--- config.mk ---
export PLATFORM = sky130hd
export DESIGN_NAME = fifo_ctrl
export DESIGN_NICKNAME = d
export VERILOG_FILES = /design/src/rtl/fifo_ctrl.sv
export SDC_FILE = /design/constraint.sdc
export NUM_CORES = 1
export LEC_CHECK = 0
export BUFFER_PORTS_ARGS = -buffer_cell sky130_fd_sc_hd__buf_4
export CELL_PAD_IN_SITES_DETAIL_PLACEMENT = 0
export CELL_PAD_IN_SITES_GLOBAL_PLACEMENT = 2
export CORE_MARGIN = 2
export CORE_UTILIZATION = 32
export CTS_BUF_LIST = sky130_fd_sc_hd__clkbuf_16
export DETAILED_ROUTE_END_ITERATION = 10
export PLACE_DENSITY = 0.82
export SLEW_MARGIN = 20
export SYNTH_ARGS = -nofsm -noshare
export SYNTH_HDL_FRONTEND = slang
export SYNTH_SLANG_ARGS = --single-unit
export TNS_END_PERCENT = 50
--- constraint.sdc ---
create_clock -name clk -period 7.2 [get_ports clk]
set_input_delay 0.36 -clock clk [delete_from_list [all_inputs] [get_ports clk]]
set_output_delay 0.36 -clock clk [all_outputs]
set_load 0.01 [all_outputs]
--- src/rtl/fifo_ctrl.sv ---
// FIFO pointer/flag controller for an external DEPTH x 5-bit register file.
// Optional almost_full/almost_empty outputs under `define FIFO_CTRL_ALMOST_EN.
module fifo_ctrl #(
   parameter int DEPTH    = 8,
   parameter int ADDR_W   = 3,
   parameter int AF_LEVEL = 6
) (
   input  logic              clk,
   input  logic              clear,
   input  logic              push,
   input  logic              pop,
   output logic [DEPTH-1:0]  wr_en,
   output logic [ADDR_W-1:0] rd_sel,
   output logic              full,
   output logic              empty,
   output logic [ADDR_W:0]   count,
   output logic              ovf,
`ifdef FIFO_CTRL_ALMOST_EN
   output logic              udf,
   output logic              almost_full,
   output logic              almost_empty
`else
   output logic              udf
`endif
);

   logic [ADDR_W-1:0] wp;
   logic [ADDR_W-1:0] rp;
   logic              push_ok;
   logic              pop_ok;

   assign full   = (count == (ADDR_W+1)'(DEPTH));
   assign empty  = (count == '0);
   assign rd_sel = rp;

   // clear is asynchronous, so requests are masked combinationally too
   assign push_ok = push & (~full | pop) & ~clear;
   assign pop_ok  = pop & ~empty & ~clear;

   always_comb begin
      wr_en     = '0;
      wr_en[wp] = push_ok;
   end

`ifdef FIFO_CTRL_ALMOST_EN
   assign almost_full  = (count >= (ADDR_W+1)'(AF_LEVEL));
   assign almost_empty = (count <= (ADDR_W+1)'(1));
`endif

   always_ff @(posedge clk or posedge clear) begin
      if (clear) begin
         wp    <= '0;
         rp    <= '0;
         count <= '0;
         ovf   <= 1'b0;
         udf   <= 1'b0;
      end else begin
         if (push_ok)
            wp <= wp + 1'b1;
         if (pop_ok)
            rp <= rp + 1'b1;
         case ({push_ok, pop_ok})
            2'b10:   count <= count + 1'b1;
            2'b01:   count <= count - 1'b1;
            default: count <= count;
         endcase
         if (push & ~pop & full)
            ovf <= 1'b1;
         if (pop & empty)
            udf <= 1'b1;
      end
   end

endmodule

==> results.json <==
{
  "start_util_pct": 34.2,
  "grt_pass1_vias": 565,
  "max_stage_delay_ps": 650,
  "grt_max_degree": 13,
  "tightest_slew_ps": 594,
  "portBuffers": 22,
  "place_inst": 118,
  "place_ws_ps": 4160,
  "areaGrowthSynthToFinish_pct": 34.6,
  "cts.htree.levels": 1,
  "slew_headroom_pct": 60.0,
  "num_rows": 17,
  "timing.final.crit_period_ps": 3050,
  "timing.fmax_ghz": 0.328,
  "drt_wl_total_um": 1540,
  "rsz0062_at_grt": "false",
  "drive_gt1_share_pct": 34.4,
  "setup_violations": 0,
  "yosysWarnings": 0,
  "ant_nets": 0,
  "antenna_found_initial": 0,
  "numClockSinks": 12,
  "hold_ws_ps": 154,
  "gr-usage-all-layers_pct": 12.8,
  "setup.worst_path.start_class": "flip-flop",
  "synth_ff_type": "dfrtp_1",
  "drtIter0Drc": 5,
  "leakagePower_nw": 0.469,
  "cts_tree": "done",
  "gp_congestion": 0.742,
  "ys_seq_area_share_pct": 39.7,
  "synthArstFlopShare_pct": 100,
  "fp.dieArea_sq_um": 2770,
  "required_ps": 7310,
  "cts.clk_slew.worst_paths_ps": 40,
  "worst_slack_ps": 4150,
  "root_buffer": "clkbuf_16",
  "cpLargestDelayFamily": "simple AND/OR/NAND/NOR gates",
  "crit_path_top_delay_cell": "or4b_1",
  "cts_buffers": 3,
  "finalSetupTns_ps": 0,
  "cts_resized": 0,
  "drc": 0,
  "io_pins": 23,
  "synth_edf_count": 0,
  "die_w_um": 52.6,
  "path_cells": "or4b_1 > o21ai_4 > ha_1 > ha_1 > or4b_2 > o311ai_0 > o211ai_1",
  "skew_ps": 0.814,
  "gr-total-overflow": 0,
  "cp_max_fo": 9,
  "p_per_area_nw_per_um2": 422,
  "hold_buffers": 0,
  "reg2regPathDepth": 7,
  "core_sq_um": 2210,
  "worst_setup_path_end_kind": "flip-flop",
  "wl_per_cell_um": 12.7,
  "dieHeight_um": 52.6,
  "cts_buffer_depth": 2,
  "final_nets": 105,
  "slew_violations": 0,
  "arrival_ps": 3160,
  "path_depth": 7,
  "hold_violations": 0,
  "instances_no_fill": 121,
  "stdcell_area_sq_um": 1020,
  "ys_seq_elements": 12,
  "syn_area_per_cell_sq_um": 10.6,
  "num_vias": 607,
  "path_buf_inv": 0,
  "dpl.hpwl_um": 1180,
  "diodes": 0,
  "synthCells": 71,
  "synth_nets": 81,
  "routed_via_density": 5.02,
  "critical_path_class": "reg2reg",
  "maxCapViolations": 0,
  "finalCritPeriodShare_pct": 42.3,
  "post_cts_buffers": 0,
  "holdCritPathClass": "in2async",
  "grt_pass1_wl_um": 2550,
  "drtPass1Iterations": 4,
  "placed_area_sq_um": 942,
  "ys_types": 31,
  "syn_area_sq_um": 756,
  "clk_latency_ps": 240,
  "crit_top_cell": "ha_1",
  "vdd_drop_max_mv": 0.165,
  "status": "finished, final reports clean"
}
==> kinds of logic after synthesis <==
family                   after synthesis  share of synthesized area (%)
AO/OA/AOI/OAI                         11                           11.8
XOR/XNOR                               6                           6.95
adder cells (fa/ha/maj)                6                           10.9
buffers and inverters                  9                           4.80
flip-flops                            12                           39.7
multiplexers                           4                           6.29
AND/OR/NAND/NOR                       23                           19.5
==> routing by layer <==
layer  vias up  global-route usage (%)  share of wire (%)
li1        306                       -                  -
met1       279                    16.7                 43
met2        18                    19.8                 50
met3         4                   0.857                4.1
met4         0                    8.97                2.3
met5         -                       0                  0
==> metrics by stage <==
stage | utilization [%] | total power, mW
after detailed placement | 42.6 | 0.334
after floorplan | - | 0.256
after CTS | 46.0 | 0.437
after global routing | 46.0 | 0.467
after global placement | 42.6 | 0.332
final | 46.0 | 0.430
==> flip-flops by register name, summed over array words and instances (netlist names) <==
| register | count |
|---|---|
| wp | 3 |
| rd_sel | 3 |
| ovf | 1 |
| count | 4 |
| udf | 1 |
==> report_power, final <==
part	internal, mW	total [mW]	switching [mW]
clock	0.0722	0.0992	0.0270
combinational	0.0996	0.184	0.0841
sequential	0.102	0.147	0.0446
total	0.274	0.430	0.156
==> cell type report <==
class	instances	area, sq um
tap	28	35.0
timing repair buffer	22	165
multi-input combinational	50	419
sequential	12	300
clock buffer	3	75.1
fill	230	1190
inverter	6	22.5
==> cell usage after synthesis (all sizes together), types with 3 or more instances <==
cell	number	area [sq um]
dfrtp	12	300
inv	6	22.5
ha	5	62.6
nor2	4	15.0
nor3b	4	30.0
buf	3	13.8
mux2	3	37.5
nor3	3	15.0
o211ai	3	22.5
xnor2	3	26.3
xor2	3	26.3
==> worst reg2reg max path, cell delays in order (launching register included) <==
cell and delay [ps]:
dfrtp_1 420, or4b_1 650, o21ai_4 280, ha_1 380
ha_1 350, or4b_2 610, o311ai_0 120, o211ai_1 120
==> placed cells by master (no fill, tap or decap), types with 2 or more instances in the layout <==
cell type  synthesis  final
nand2_1            2      2
nor3b_1            4      4
clkbuf_16          0      3
xnor2_1            3      3
mux2_2             2      2
xor2_1             3      3
buf_4              0     22
nor4_1             2      2
a21o_1             2      2
dfrtp_1           12     12
inv_1              6      6
ha_1               5      5
nor2_1             4      4
o211ai_1           3      3
nor3_1             3      3
a21oi_1            2      2
==> final timing paths <==
kind | start | slack, ps | end
worst max-delay path | count[1] | 4150 | count[3]
worst min-delay path | clear | 150 | rd_sel[2]
worst max register to register | count[1] | 4150 | count[3]
worst min register to register | ovf | 460 | ovf
max in group asynchronous | clear | 6730 | wp[0]
min in group clk | push | 330 | ovf
Power figures use the tool's default switching activity.
